--- src/rtl/reg_writeback_queue_pkg.sv ---
// Shared types for the register write-back queue: FSM states, the queued
// entry layout and the reserved zero-register index.
package wbq_pkg;

    localparam int WBQ_ADDR_W = 5;
    localparam int WBQ_DATA_W = 32;

    // Register 0 is hard-wired; writes to it are discarded and it never forwards.
    localparam logic [WBQ_ADDR_W-1:0] REG_ZERO = '0;

    typedef enum logic [1:0] {
        RUN   = 2'd0,
        DRAIN = 2'd1,
        DONE  = 2'd2
    } state_t;

    typedef struct packed {
        logic [WBQ_ADDR_W-1:0] addr;
        logic [WBQ_DATA_W-1:0] data;
    } entry_t;

endpackage

--- src/rtl/reg_writeback_queue_if.sv ---
// Bus bundle between the WB stage / register-file readers (master) and the
// write-back queue (slave).
interface reg_writeback_queue_if #(
    parameter int DEPTH  = 4,
    parameter int DATA_W = wbq_pkg::WBQ_DATA_W,
    parameter int ADDR_W = wbq_pkg::WBQ_ADDR_W
);
    localparam int CNT_W = $clog2(DEPTH + 1);

    // Write-back request handshake
    logic              wb_valid;
    logic              wb_ready;
    logic [ADDR_W-1:0] wb_reg;
    logic [DATA_W-1:0] wb_data;

    // Register file write port
    logic              rf_busy;
    logic              regWrite;
    logic [ADDR_W-1:0] writeReg;
    logic [DATA_W-1:0] writeData;

    // Read-side forwarding lookup
    logic [ADDR_W-1:0] readReg1;
    logic [ADDR_W-1:0] readReg2;
    logic              fwd_hit1;
    logic              fwd_hit2;
    logic [DATA_W-1:0] fwd_data1;
    logic [DATA_W-1:0] fwd_data2;

    // Drain control and status
    logic              drain_req;
    logic              drain_done;
    logic [CNT_W-1:0]  occupancy;

    modport master (
        output wb_valid, wb_reg, wb_data, rf_busy, readReg1, readReg2, drain_req,
        input  wb_ready, regWrite, writeReg, writeData,
               fwd_hit1, fwd_hit2, fwd_data1, fwd_data2, drain_done, occupancy
    );

    modport slave (
        input  wb_valid, wb_reg, wb_data, rf_busy, readReg1, readReg2, drain_req,
        output wb_ready, regWrite, writeReg, writeData,
               fwd_hit1, fwd_hit2, fwd_data1, fwd_data2, drain_done, occupancy
    );

endinterface

--- src/rtl/reg_writeback_queue_fwd_match.sv ---
// Forwarding lookup for one read port: finds the newest pending write to
// readReg among the queued entries and the register-file output stage.
// Only instanced when WBQ_FWD_EN is defined.
module wbq_fwd_match
    import wbq_pkg::*;
#(
    parameter int DEPTH = 4,
    parameter int PTR_W = $clog2(DEPTH),
    parameter int CNT_W = $clog2(DEPTH + 1)
) (
    input  entry_t [DEPTH-1:0]      entries,
    input  logic   [PTR_W-1:0]      head,
    input  logic   [CNT_W-1:0]      count,
    input  logic                    outValid,
    input  logic   [WBQ_ADDR_W-1:0] outAddr,
    input  logic   [WBQ_DATA_W-1:0] outData,
    input  logic   [WBQ_ADDR_W-1:0] readReg,
    output logic                    hit,
    output logic   [WBQ_DATA_W-1:0] data
);

    logic [PTR_W-1:0] idx;

    // Walk candidates oldest to newest so the last match (the newest write) wins.
    always_comb begin
        // NOTE: every output of a combinational block gets a default first, so no path leaves it unassigned and no latch is inferred.
        hit  = 1'b0;
        data = '0;
        idx  = '0;
        if (readReg != REG_ZERO) begin
            if (outValid && (outAddr == readReg)) begin
                hit  = 1'b1;
                data = outData;
            end
            for (int i = 0; i < DEPTH; i++) begin
                idx = head + PTR_W'(i);
                if ((CNT_W'(i) < count) && (entries[idx].addr == readReg)) begin
                    hit  = 1'b1;
                    data = entries[idx].data;
                end
            end
        end
    end

endmodule

--- src/rtl/reg_writeback_queue.sv ---
// Register write-back queue: buffers WB-stage writes, issues at most one
// register-file write per cycle, supports a drain handshake and (optionally)
// forwards pending data to two read ports.
// Build option: define WBQ_FWD_EN to enable forwarding; otherwise the
// forwarding outputs are tied to zero and readers must stall on occupancy.
module reg_writeback_queue
    import wbq_pkg::*;
#(
    parameter int DEPTH  = 4,
    parameter int DATA_W = WBQ_DATA_W,
    parameter int ADDR_W = WBQ_ADDR_W
) (
    input  logic                 clock_in,
    input  logic                 reset,
    reg_writeback_queue_if.slave bus
);

    localparam int PTR_W = $clog2(DEPTH);
    localparam int CNT_W = $clog2(DEPTH + 1);

    entry_t [DEPTH-1:0] mem;
    logic   [PTR_W-1:0] head;
    logic   [PTR_W-1:0] tail;
    logic   [CNT_W-1:0] count;
    state_t             state;
    state_t             stateNext;

    logic               regWriteQ;
    logic [ADDR_W-1:0]  writeRegQ;
    logic [DATA_W-1:0]  writeDataQ;

    logic               wbReady;
    logic               push;
    logic               pop;

    // A full queue never accepts, even when it is dequeuing in the same cycle.
    assign wbReady = (state == RUN) && (count < CNT_W'(DEPTH));
    // Writes to register 0 complete the handshake but are not stored.
    assign push    = bus.wb_valid && wbReady && (bus.wb_reg != REG_ZERO);
    assign pop     = (count != '0) && !bus.rf_busy;

    // Store an accepted request in the tail slot.
    // NOTE: the entry storage is deliberately not reset; count/head/tail define which slots are live, so stale contents are never observed.
    always_ff @(posedge clock_in) begin
        if (push) begin
            mem[tail] <= '{addr: bus.wb_reg, data: bus.wb_data};
        end
    end

    // Advance the FIFO pointers and keep the entry count.
    // NOTE: sequential state is always assigned with <= so every register samples the pre-edge values of its inputs.
    always_ff @(posedge clock_in or negedge reset) begin
        if (!reset) begin
            head  <= '0;
            tail  <= '0;
            count <= '0;
        end else begin
            if (push) tail <= tail + PTR_W'(1);
            if (pop)  head <= head + PTR_W'(1);
            if (push && !pop) begin
                count <= count + CNT_W'(1);
            end else if (!push && pop) begin
                count <= count - CNT_W'(1);
            end
        end
    end

    // Load the register-file write port from the head entry when it is free.
    always_ff @(posedge clock_in or negedge reset) begin
        if (!reset) begin
            regWriteQ  <= 1'b0;
            writeRegQ  <= '0;
            writeDataQ <= '0;
        end else begin
            regWriteQ <= pop;
            if (pop) begin
                writeRegQ  <= mem[head].addr;
                writeDataQ <= mem[head].data;
            end
        end
    end

    // Drain FSM state register.
    always_ff @(posedge clock_in or negedge reset) begin
        if (!reset) begin
            state <= RUN;
        end else begin
            state <= stateNext;
        end
    end

    // Drain FSM next state: a drain finishes only once the last write has left the output stage.
    always_comb begin
        stateNext = state;
        case (state)
            RUN:     if (bus.drain_req) stateNext = DRAIN;
            DRAIN:   if ((count == '0) && !regWriteQ) stateNext = DONE;
            DONE:    stateNext = RUN;
            default: stateNext = RUN;
        endcase
    end

    assign bus.wb_ready   = wbReady;
    assign bus.regWrite   = regWriteQ;
    assign bus.writeReg   = writeRegQ;
    assign bus.writeData  = writeDataQ;
    assign bus.drain_done = (state == DONE);
    assign bus.occupancy  = count;

`ifdef WBQ_FWD_EN
    logic              fwdHit1;
    logic              fwdHit2;
    logic [DATA_W-1:0] fwdData1;
    logic [DATA_W-1:0] fwdData2;

    wbq_fwd_match #(.DEPTH(DEPTH)) fwdMatch1 (
        .entries  (mem),
        .head     (head),
        .count    (count),
        .outValid (regWriteQ),
        .outAddr  (writeRegQ),
        .outData  (writeDataQ),
        .readReg  (bus.readReg1),
        .hit      (fwdHit1),
        .data     (fwdData1)
    );

    wbq_fwd_match #(.DEPTH(DEPTH)) fwdMatch2 (
        .entries  (mem),
        .head     (head),
        .count    (count),
        .outValid (regWriteQ),
        .outAddr  (writeRegQ),
        .outData  (writeDataQ),
        .readReg  (bus.readReg2),
        .hit      (fwdHit2),
        .data     (fwdData2)
    );

    assign bus.fwd_hit1  = fwdHit1;
    assign bus.fwd_hit2  = fwdHit2;
    assign bus.fwd_data1 = fwdData1;
    assign bus.fwd_data2 = fwdData2;
`else
    // Read indices have no consumer without forwarding.
    logic unusedReadRegs;
    assign unusedReadRegs = ^{bus.readReg1, bus.readReg2};

    assign bus.fwd_hit1  = 1'b0;
    assign bus.fwd_hit2  = 1'b0;
    assign bus.fwd_data1 = '0;
    assign bus.fwd_data2 = '0;
`endif

endmodule

--- src/flat_wrapper.sv ---
// flat-port wrapper written by rule: the top's interface ports become plain ports
module reg_writeback_queue_flat import wbq_pkg::*;
#(
    parameter int DEPTH  = 4,
    parameter int DATA_W = WBQ_DATA_W,
    parameter int ADDR_W = WBQ_ADDR_W
)
  (clock_in, reset, bus_wb_valid, bus_wb_reg, bus_wb_data, bus_rf_busy, bus_readReg1, bus_readReg2, bus_drain_req, bus_wb_ready, bus_regWrite, bus_writeReg, bus_writeData, bus_fwd_hit1, bus_fwd_hit2, bus_fwd_data1, bus_fwd_data2, bus_drain_done, bus_occupancy);
  reg_writeback_queue_if #(.DEPTH(DEPTH), .DATA_W(DATA_W), .ADDR_W(ADDR_W)) bus_i ();
  input  logic clock_in;
  input  logic reset;
  input wire logic [$bits(bus_i.wb_valid)-1:0] bus_wb_valid;
  input wire logic [$bits(bus_i.wb_reg)-1:0] bus_wb_reg;
  input wire logic [$bits(bus_i.wb_data)-1:0] bus_wb_data;
  input wire logic [$bits(bus_i.rf_busy)-1:0] bus_rf_busy;
  input wire logic [$bits(bus_i.readReg1)-1:0] bus_readReg1;
  input wire logic [$bits(bus_i.readReg2)-1:0] bus_readReg2;
  input wire logic [$bits(bus_i.drain_req)-1:0] bus_drain_req;
  output wire logic [$bits(bus_i.wb_ready)-1:0] bus_wb_ready;
  output wire logic [$bits(bus_i.regWrite)-1:0] bus_regWrite;
  output wire logic [$bits(bus_i.writeReg)-1:0] bus_writeReg;
  output wire logic [$bits(bus_i.writeData)-1:0] bus_writeData;
  output wire logic [$bits(bus_i.fwd_hit1)-1:0] bus_fwd_hit1;
  output wire logic [$bits(bus_i.fwd_hit2)-1:0] bus_fwd_hit2;
  output wire logic [$bits(bus_i.fwd_data1)-1:0] bus_fwd_data1;
  output wire logic [$bits(bus_i.fwd_data2)-1:0] bus_fwd_data2;
  output wire logic [$bits(bus_i.drain_done)-1:0] bus_drain_done;
  output wire logic [$bits(bus_i.occupancy)-1:0] bus_occupancy;
  assign bus_i.wb_valid = bus_wb_valid;
  assign bus_i.wb_reg = bus_wb_reg;
  assign bus_i.wb_data = bus_wb_data;
  assign bus_i.rf_busy = bus_rf_busy;
  assign bus_i.readReg1 = bus_readReg1;
  assign bus_i.readReg2 = bus_readReg2;
  assign bus_i.drain_req = bus_drain_req;
  assign bus_wb_ready = bus_i.wb_ready;
  assign bus_regWrite = bus_i.regWrite;
  assign bus_writeReg = bus_i.writeReg;
  assign bus_writeData = bus_i.writeData;
  assign bus_fwd_hit1 = bus_i.fwd_hit1;
  assign bus_fwd_hit2 = bus_i.fwd_hit2;
  assign bus_fwd_data1 = bus_i.fwd_data1;
  assign bus_fwd_data2 = bus_i.fwd_data2;
  assign bus_drain_done = bus_i.drain_done;
  assign bus_occupancy = bus_i.occupancy;
  reg_writeback_queue #(.DEPTH(DEPTH), .DATA_W(DATA_W), .ADDR_W(ADDR_W)) u_core (.clock_in(clock_in), .reset(reset), .bus(bus_i));
endmodule
--- config.mk ---
export PLATFORM = sky130hd
export DESIGN_NAME = reg_writeback_queue_flat
export DESIGN_NICKNAME = d
export VERILOG_FILES = /design/src/rtl/reg_writeback_queue_pkg.sv /design/src/rtl/reg_writeback_queue_if.sv /design/src/rtl/reg_writeback_queue_fwd_match.sv /design/src/rtl/reg_writeback_queue.sv /design/src/flat_wrapper.sv
export SDC_FILE = /design/constraint.sdc
export NUM_CORES = 1
export LEC_CHECK = 0
export BUFFER_PORTS_ARGS = -buffer_cell sky130_fd_sc_hd__buf_2
export CELL_PAD_IN_SITES_DETAIL_PLACEMENT = 0
export CELL_PAD_IN_SITES_GLOBAL_PLACEMENT = 2
export CORE_MARGIN = 2
export CORE_UTILIZATION = 43
export DETAILED_ROUTE_END_ITERATION = 8
export GPL_TIMING_DRIVEN = 1
export PLACE_DENSITY_LB_ADDON = 0.08
export SETUP_SLACK_MARGIN = 0.15
export SLEW_MARGIN = 40
export SYNTH_ARGS = -nofsm -noshare
export SYNTH_HDL_FRONTEND = slang
export SYNTH_HIERARCHICAL = 1
export SYNTH_SLANG_ARGS = --single-unit
--- constraint.sdc ---
create_clock -name clock_in -period 3.7 [get_ports clock_in]
set_input_delay 0 -clock clock_in [delete_from_list [all_inputs] [get_ports clock_in]]
set_output_delay 0 -clock clock_in [all_outputs]
set_load 0.05 [all_outputs]
# ---- Yosys cells after proc, flatten, opt, wreduce, memory -nomap -nowiden
# Cells that the tools add are included.
dict set report word_totals {
  ff_bits 195
  word_cells 55
}
dict set report op_classes {
  n_addsub 4
  magnitude_cmp 4
  n_eq_ne 4
  muxes 10
  reduce_logical 18
}
# operator count
set op_table {}
lappend op_table {{148-bit bitwise mux} 1}
lappend op_table {{37-bit binary-select mux with 2-bit select} 1}
lappend op_table {{37-bit demux with 2-bit select} 1}
lappend op_table {{37-bit two-way mux} 2}
lappend op_table {{1-bit logical AND} 8}
lappend op_table {{2-bit by 3-bit less-than comparator with 1-bit output (second input constant)} 2}
lappend op_table {{3-bit two-way mux} 2}
lappend op_table {{5-bit nonzero test} 1}
lappend op_table {{2-bit by 1-bit adder with 2-bit output (second input constant)} 2}
lappend op_table {{1-bit zero test} 4}
lappend op_table {{2-bit two-way mux} 2}
lappend op_table {{2-bit one-hot mux with 2 select lines} 1}
lappend op_table {{3-bit by 1-bit adder with 3-bit output (second input constant)} 1}
lappend op_table {{3-bit zero test} 1}
lappend op_table {{3-bit less-than comparator (second input constant)} 1}
lappend op_table {{3-bit nonzero test} 1}
lappend op_table {{3-bit by 1-bit subtractor with 3-bit output (second input constant)} 1}
lappend op_table {{2-bit by 1-bit equality test with 1-bit output (second input constant)} 1}
lappend op_table {{2-bit equality test (second input constant)} 1}
lappend op_table {{2-bit by 1-bit greater-or-equal comparator with 1-bit output (second input constant)} 1}
lappend op_table {{2-bit zero test} 1}
lappend op_table {{2-bit by 1-bit != test with 1-bit output (second input constant)} 1}
lappend op_table {{2-bit != test (second input constant)} 1}
lappend op_table {{2-bit AND reduction} 1}
lappend op_table {{2-bit nonzero test} 1}

# ---- Logic depth before layout (Yosys ltp)
# Gate-level depths: netlist of the first run.
dict set report depth {
  word_depth 8
  ltp_mapped 10
  mapped_depth_nobuf 9
}

# ---- Least setup slack after synthesis of the first run
# No wires, ideal clock.
dict set report synth_path {
  kind {register to register}
  from {reg u_core.count[2] (netlist: u_core/bus.occupancy[2])}
  to {reg u_core/mem[0] (netlist name) (enable)}
  setup_time_ns 0.398
  arrival_time_ns 3.170
  required_ns 3.302
  slack_ns 0.132
  stages_incl_launch_ff 4
  n_path_buf 0
  period_less_slack_ns 3.568
  cell_sequence {dfrtp_1 -> nor3_1 -> o211a_4 -> and2_1}
}
dict set report synth_between {
  elab_chain_cells 4
}
# item line_no
set synth_rtl {}
lappend synth_rtl {{from (decl)} reg_writeback_queue.sv:24} ;# logic [CNT_W-1:0] count;
lappend synth_rtl {{from (signal assigned)} reg_writeback_queue.sv:61} ;# count <= count + CNT_W'(1);
lappend synth_rtl {{from (signal assigned)} reg_writeback_queue.sv:63} ;# count <= count - CNT_W'(1);
lappend synth_rtl {{3-bit less-than comparator} reg_writeback_queue.sv:37} ;# assign wbReady = (state == RUN) && (count < CNT_W'(DEPTH));
lappend synth_rtl {{1-bit logical AND} reg_writeback_queue.sv:37}
lappend synth_rtl {{net bus_wb_ready} flat_wrapper.sv:19} ;# output wire logic [$bits(bus_i.wb_ready)-1:0] bus_wb_ready;
lappend synth_rtl {{1-bit logical AND (2 in series)} reg_writeback_queue.sv:39} ;# assign push = bus.wb_valid && wbReady && (bus.wb_reg != REG_ZERO);
lappend synth_rtl {{net u_core.push} reg_writeback_queue.sv:33} ;# logic push;
lappend synth_rtl {{to (signal, indexed assignment)} reg_writeback_queue.sv:46} ;# mem[tail] <= '{addr: bus.wb_reg, data: bus.wb_data};
lappend synth_rtl {{to (decl)} reg_writeback_queue.sv:21} ;# entry_t [DEPTH-1:0] mem;
# The timed path passes the listed nets, and every way through them passes these cells.
# A chain may end at the register's enable or synchronous reset.

# ---- Worst setup path in the final report of the first run
dict set report layout_path {
  from {reg u_core.count[2] (netlist: u_core/bus.occupancy[2])}
  to {reg u_core/mem[131] (netlist name) (enable)}
}
dict set report layout_between {
  elab_chain_cells 4
}
# item line_no
set layout_rtl {}
lappend layout_rtl {{3-bit less-than comparator} reg_writeback_queue.sv:37}
lappend layout_rtl {{1-bit logical AND} reg_writeback_queue.sv:37}
lappend layout_rtl {{1-bit logical AND (2 in series)} reg_writeback_queue.sv:39}
lappend layout_rtl {{net u_core.push} reg_writeback_queue.sv:33}
# The timed path passes the listed nets, and every way through them passes these cells.

==> results.sh, run 1 <==
export IMPL_drive_gt1_frac=0.388
export IMPL_rsz0062_at_grt="false"
export IMPL_num_vias=3609
export IMPL_crit_type="reg -> reg"
export IMPL_antenna_found_initial=0
export IMPL_clock_sinks=195
export IMPL_die_y_um=138
export IMPL_die_x_um=138
export IMPL_ctsResizeCount=0
export IMPL_rows=49
export IMPL_wl_per_cell_um=17.7
export IMPL_fmax_mhz=442
export IMPL_ys_ff_latch=195
export IMPL_max_cap_violations=0
export IMPL_hp_class="in -> async"
export IMPL_overflow=0
export IMPL_seq_area_frac_synth=0.727
export IMPL_path_clk_slew_ps=60
export IMPL_pin_count=161
export IMPL_ys_types=25
export IMPL_synthToLayoutAreaGrowth_pct=19.4
export IMPL_finalMaxSlewViolations=0
export IMPL_clock_path_buffers=2
export IMPL_drtIter0Drc=155
export IMPL_p_leak_nw=3.45
export IMPL_cts_tree="yes"
export IMPL_critical_path_peak_fanout=20
export IMPL_finClkSkew_ps=6.06
export IMPL_syn_cell_area_mm2=0.00773
export IMPL_grt_pass1_wl_mm=21.5
export IMPL_ant_nets=0
export IMPL_grt_pass1_vias=3837
export IMPL_worstPathArrival_ps=2360
export IMPL_dieArea_mm2=0.0191
export IMPL_end_kind="register"
export IMPL_dp_cells=690
export IMPL_peakVddDrop_mv=0.454
export IMPL_gp_congestion=0.681
export IMPL_dr_pass1_iters=4
export IMPL_setup_tns_ps=0
export IMPL_async_flop_share=0.241
export IMPL_status="complete, no violations"
export IMPL_crit_path_start_kind="register"
export IMPL_n_antenna_cell=0
export IMPL_finalCritPeriodShare=0.612
export IMPL_nFillCells=1488
export IMPL_worst_pin_slew_ps=647
export IMPL_synth_top_area_cell="edfxtp_1"
export IMPL_drc_errors=0
export IMPL_finalSetupViolCount=0
export IMPL_grtUsageTotal=0.150
export IMPL_dp_hpwl_mm=8.17
export IMPL_syn_inst=382
export IMPL_yosys_top_cells_area="edfxtp_1 58%, dfrtp_1 15%, mux4_2 11%"
export IMPL_synth_warnings=6
export IMPL_clk_latency_ps=420
export IMPL_hold_violations=0
export IMPL_instances_no_fill=763
export IMPL_power_density_mw_per_mm2=782
export IMPL_critPathRequiredTime_ps=3800
export IMPL_initial_core_util=0.435
export IMPL_synth_flop_cell="edfxtp_1"
export IMPL_avgSynthCellArea_um2=20.2
export IMPL_synth_top_area_frac=0.575
export IMPL_post_route_min_period_ps=2260
export IMPL_synth_edf_count=148
export IMPL_grt_max_degree=40
export IMPL_nets=579
export IMPL_cts_root_buffer="clkbuf_16"
export IMPL_core_mm2=0.0178
export IMPL_cts_made_buffers=17
export IMPL_placement_io_buffers=84
export IMPL_cts_htree_levels=4
export IMPL_wirelength_mm=13.5
export IMPL_slew_limit_headroom=0.568
export IMPL_viasPerCell=4.73
-- flip-flops by register name, indices dropped and copies added, names as in the netlist --
name and cells:
u_core/mem 148, u_core/bus.writeData 32, u_core/bus.writeReg 5, u_core/bus.occupancy 3
u_core/head 2, u_core/state 2, u_core/tail 2, u_core/bus.regWrite 1
-- logic make-up (layout without fill, tap and decap cells) --
logic type      count (synthesis)  in the layout  share of synthesized area
buf+inv                        82            169                     0.0751
xor+xnor                        6              6                    0.00680
fa+ha+maj                       6              6                     0.0107
mux                            76             76                      0.165
other cells                     1             66                   0.000485
compound gates                  2              2                    0.00324
flops                         195            195                      0.727
simple gates                   14             14                     0.0112
-- cell usage after synthesis (3+ instances only) --
library cell	count
ha_1	5
xor2_1	4
buf_4	66
mux4_2	37
edfxtp_1	148
buf_2	8
dfrtp_1	47
mux2_2	38
nor2_1	3
and2_1	4
inv_1	4
-- layout make-up --
class	instances	area [µm²]	area share
clock buffers	20	447	0.0484
clock inverters	12	158	0.0171
inverters	4	15.0	0.00163
multi-input cells	170	1790	0.194
flip-flops and latches	195	5630	0.610
well taps	229	287	0.0311
repair buffers	133	903	0.0979
-- power breakdown --
group / leakage, nW / internal (W) / switching [W]
logic: 1.28 / 0.000868 / 0.00146
registers: 1.88 / 0.00270 / 0.000326
clock network: 0.288 / 0.00108 / 0.000772
-- cells in the final DEF, fill, tap and decap left out --
cell	synthesis	routed
a211oi_1	1	1
and2_2	0	4
and3b_1	1	1
buf_12	0	1
buf_2	8	84
buf_4	66	7
bufinv_16	0	3
clkbuf_1	2	2
clkbuf_16	0	17
clkbuf_8	0	1
clkinv_1	0	1
clkinv_2	0	1
clkinv_4	0	4
clkinvlp_4	0	2
conb_1	1	66
dfrtp_1	47	45
dfrtp_4	0	2
dlygate4sd3_1	0	41
edfxtp_1	148	148
fa_1	1	1
ha_1	5	5
inv_1	4	4
inv_6	0	1
mux2_2	38	38
mux2_4	1	1
mux4_2	37	37
nor2_1	3	2
nor2_4	0	1
nor2b_1	1	1
nor3_1	2	1
nor3_2	0	1
nor3b_1	1	1
nor4_1	1	1
o211a_4	1	1
or4_4	1	1
xnor2_1	2	2
xor2_1	4	4
-- through the flow --
step	hold WS, ps	area (µm²)	total power [W]	setup WS, ps	utilization
final	41.0	9230	0.00721	1440	0.519
after CTS	46.7	9230	0.00731	1360	0.519
after detailed placement	-33.1	8210	0.00542	1380	0.462
after global routing	60.8	9230	0.00754	1290	0.519
after floorplan	-296	7980	0.00491	639	-
after global placement	-33.9	8190	0.00536	1380	0.461
-- routing by layer --
metal / part of all wire / GRT usage / vias to the layer above / wire length [µm]
li1: - / - / 1616 / -
met3: 0.044 / 0.0360 / 17 / 600
met5: 0 / 0 / - / 0
met4: 0.016 / 0.0548 / 0 / 220
met2: 0.52 / 0.261 / 117 / 7100
met1: 0.41 / 0.185 / 1859 / 5610
-- final timing paths --
| check | cells past startpoint | end | from | slack [ps] |
|---|---|---|---|---|
| hold reg to reg | 1 | u_core/state[0]$_DFFE_PN0P_ | u_core/state[1]$_DFFE_PN0P_ | 490 |
| min in group clock_in | 2 | u_core/mem[82]$_DFFE_PP_ | bus_wb_data[8] | 320 |
| setup / recovery | 4 | u_core/mem[131]$_DFFE_PP_ | u_core/bus.occupancy[2]$_DFFE_PN0P_ | 1440 |
| setup reg to reg | 4 | u_core/mem[131]$_DFFE_PP_ | u_core/bus.occupancy[2]$_DFFE_PN0P_ | 1440 |
| hold / removal | 2 | u_core/bus.writeData[20]$_DFFE_PN0P_ | reset | 40 |
| max in group asynchronous | 3 | u_core/head[0]$_DFFE_PN0P_ | reset | 2800 |
-- worst max-delay path: stages (launching register included) --
cell	delay [ps]
dfrtp_1	440
nor3_2	270
o211a_4	250
and2_2	570
buf_4	400
-- what timing repair did --
item / in CTS / in global routing
hold buffers: 41 / 0
endpoints found under the hold margin: 167 / 0
buffers inserted: 0 / 0
(Power assumes the default switching activity.)
==> run 2, diff against run 1 <==
--- a/config.mk
+++ b/config.mk
@@ -9,7 +9,7 @@
 export CELL_PAD_IN_SITES_DETAIL_PLACEMENT = 0
 export CELL_PAD_IN_SITES_GLOBAL_PLACEMENT = 2
 export CORE_MARGIN = 2
-export CORE_UTILIZATION = 43
+export CORE_UTILIZATION = 36
 export DETAILED_ROUTE_END_ITERATION = 8
 export GPL_TIMING_DRIVEN = 1
 export PLACE_DENSITY_LB_ADDON = 0.08
==> constraint.sdc (replaced) <==
create_clock -name clock_in -period 1.89 [get_ports clock_in]
set_input_delay 0 -clock clock_in [delete_from_list [all_inputs] [get_ports clock_in]]
set_output_delay 0 -clock clock_in [all_outputs]
set_load 0.05 [all_outputs]
==> run 2 against run 1 <==
Net effect:
- setup slack got worse by 1400 ps
- register-to-register slack worse by 1400 ps
- sequential share of layout area decreased by 4.2 points
- clock skew is 8.0 ps higher
- fmax increased by 22%
- via count rose by 4.1%
- critical path type unchanged
- worst hold slack improved by 8.3 ps
- clock-buffer cell count decreased by 1
- sequential cell count stayed put
==> results.sh, run 2 (synthesized netlist as in run 1, its figures left out) <==
export IMPL_status="complete, no violations"
export IMPL_synthToLayoutAreaGrowth_pct=28.3
export IMPL_final_cell_mix="148 x edfxtp_1, 84 x buf_2, 66 x conb_1"
export IMPL_hold_violations=0
export IMPL_die_y_um=151
export IMPL_gp_congestion=0.656
export IMPL_layout_commonest_cell="edfxtp_1"
export IMPL_fin_area_mm2=0.00991
export IMPL_placement_io_buffers=84
export IMPL_finalMaxSlewViolations=0
export IMPL_p_leak_nw=3.74
export IMPL_worstPathArrival_ps=2200
export IMPL_critical_path_peak_fanout=3
export IMPL_drive_gt1_frac=0.439
export IMPL_drc_errors=0
export IMPL_num_vias=3756
export IMPL_n_antenna_cell=0
export IMPL_grt_pass1_vias=3893
export IMPL_overflow=0
export IMPL_dieArea_mm2=0.0227
export IMPL_fmax_mhz=538
export IMPL_startpoint="u_core/bus.occupancy[2]$_DFFE_PN0P_"
export IMPL_post_route_min_period_ps=1860
export IMPL_clock_path_buffers=2
export IMPL_power_density_mw_per_mm2=1520
export IMPL_wl_per_cell_um=18.2
export IMPL_cts_tree="yes"
export IMPL_ant_nets=0
export IMPL_crit_type="reg -> reg"
export IMPL_pin_count=161
export IMPL_grtUsageTotal=0.139
export IMPL_grt_pass1_wl_mm=22.6
export IMPL_largest_register="u_core/mem"
export IMPL_r2r_start="u_core/bus.occupancy[2]$_DFFE_PN0P_"
export IMPL_pre_cts_ws_ps=-42.3
export IMPL_rr_endpoint="u_core/bus.occupancy[2]$_DFFE_PN0P_"
export IMPL_rows=53
export IMPL_antenna_found_initial=0
export IMPL_hold_slack_ps=49.3
export IMPL_viasPerCell=4.47
export IMPL_clk_latency_ps=420
export IMPL_path_clk_slew_ps=70
export IMPL_peakVddDrop_mv=0.668
export IMPL_die_x_um=151
export IMPL_finalCritPeriodShare=0.984
export IMPL_cts_htree_levels=4
export IMPL_hp_class="in -> async"
export IMPL_placed_cell_area_mm2=0.00860
export IMPL_cts_made_buffers=17
export IMPL_power_w=0.0150
export IMPL_core_mm2=0.0210
export IMPL_end_kind="register"
export IMPL_setup_slack_ps=30.5
export IMPL_initial_core_util=0.368
export IMPL_cts_root_buffer="clkbuf_16"
export IMPL_nets=610
export IMPL_endpoint="u_core/bus.occupancy[2]$_DFFE_PN0P_"
export IMPL_rsz0062_at_grt="true"
export IMPL_clock_sinks=195
export IMPL_finClkSkew_ps=14.1
export IMPL_max_cap_violations=0
export IMPL_crit_path_start_kind="register"
export IMPL_dp_hpwl_mm=9.42
export IMPL_dr_pass1_iters=4
export IMPL_largest_reg_flops=148
export IMPL_post_route_util=0.472
export IMPL_wirelength_mm=15.3
export IMPL_rrSetupSlack_ps=30
export IMPL_critPathRequiredTime_ps=2230
export IMPL_drtIter0Drc=163
export IMPL_grt_max_degree=40
export IMPL_finalSetupViolCount=0
export IMPL_reg2regPathDepth=8
## run 2: worst min path at each step
stage / startpoint / endpoint / slack, ps / cells past startpoint
2_1_floorplan: reset / u_core/bus.occupancy[0]$_DFFE_PN0P_ / -300 / 0
3_3_place_gp: reset / u_core/bus.writeData[25]$_DFFE_PN0P_ / -30 / 1
3_5_place_dp: reset / u_core/bus.writeData[25]$_DFFE_PN0P_ / -20 / 1
4_1_cts: reset / u_core/bus.writeData[25]$_DFFE_PN0P_ / 50 / 2
5_1_grt: reset / u_core/bus.writeData[25]$_DFFE_PN0P_ / 60 / 2
6_report: reset / u_core/bus.writeData[25]$_DFFE_PN0P_ / 50 / 2
## run 2: repair_timing
item,4_1_cts,5_1_grt
pin swaps,4,3
endpoints found under the hold margin,173,0
resized for setup,8,6
buffers inserted,0,6
setup endpoints to repair,141,107
hold buffers,40,0
cloned,1,5
## run 2: cell type report
class | instances | area, µm²
multi-input cells | 170 | 1820
clock inverters | 13 | 228
well taps | 275 | 344
flip-flops and latches | 195 | 5630
repair buffers | 164 | 1420
inverters | 4 | 15.0
fillers | 1817 | 11100
clock buffers | 19 | 453
## run 2: layer usage
metal / vias up / GRT usage / wire, µm
met5: - / 0 / 0
met4: 0 / 0.0486 / 141
met3: 10 / 0.0321 / 547
met2: 96 / 0.243 / 8150
met1: 1972 / 0.168 / 6430
li1: 1678 / - / -
## run 2: per-stage QoR
stage | TNS, ps | instances
floorplan | -61610 | 447
global placement | -11.8 | 756
detailed placement | -78.9 | 756
CTS | 0 | 829
global route | -104 | 840
finish | 0 | 840
## run 2: power by group
group,internal [W],leakage [nW],switching (W),total (W)
combinational,0.00202,1.53,0.00333,0.00535
sequential,0.00528,1.88,0.000322,0.00560
clock,0.00255,0.331,0.00153,0.00408
## run 2: worst max-delay path, stage by stage (launching register included)
cell and delay (ps):
dfrtp_2 430, nor3_4 230, o211a_4 200, ha_4 130, inv_2 30, fa_2 320
xor2_1 150, nor2_1 120, xor2_1 160
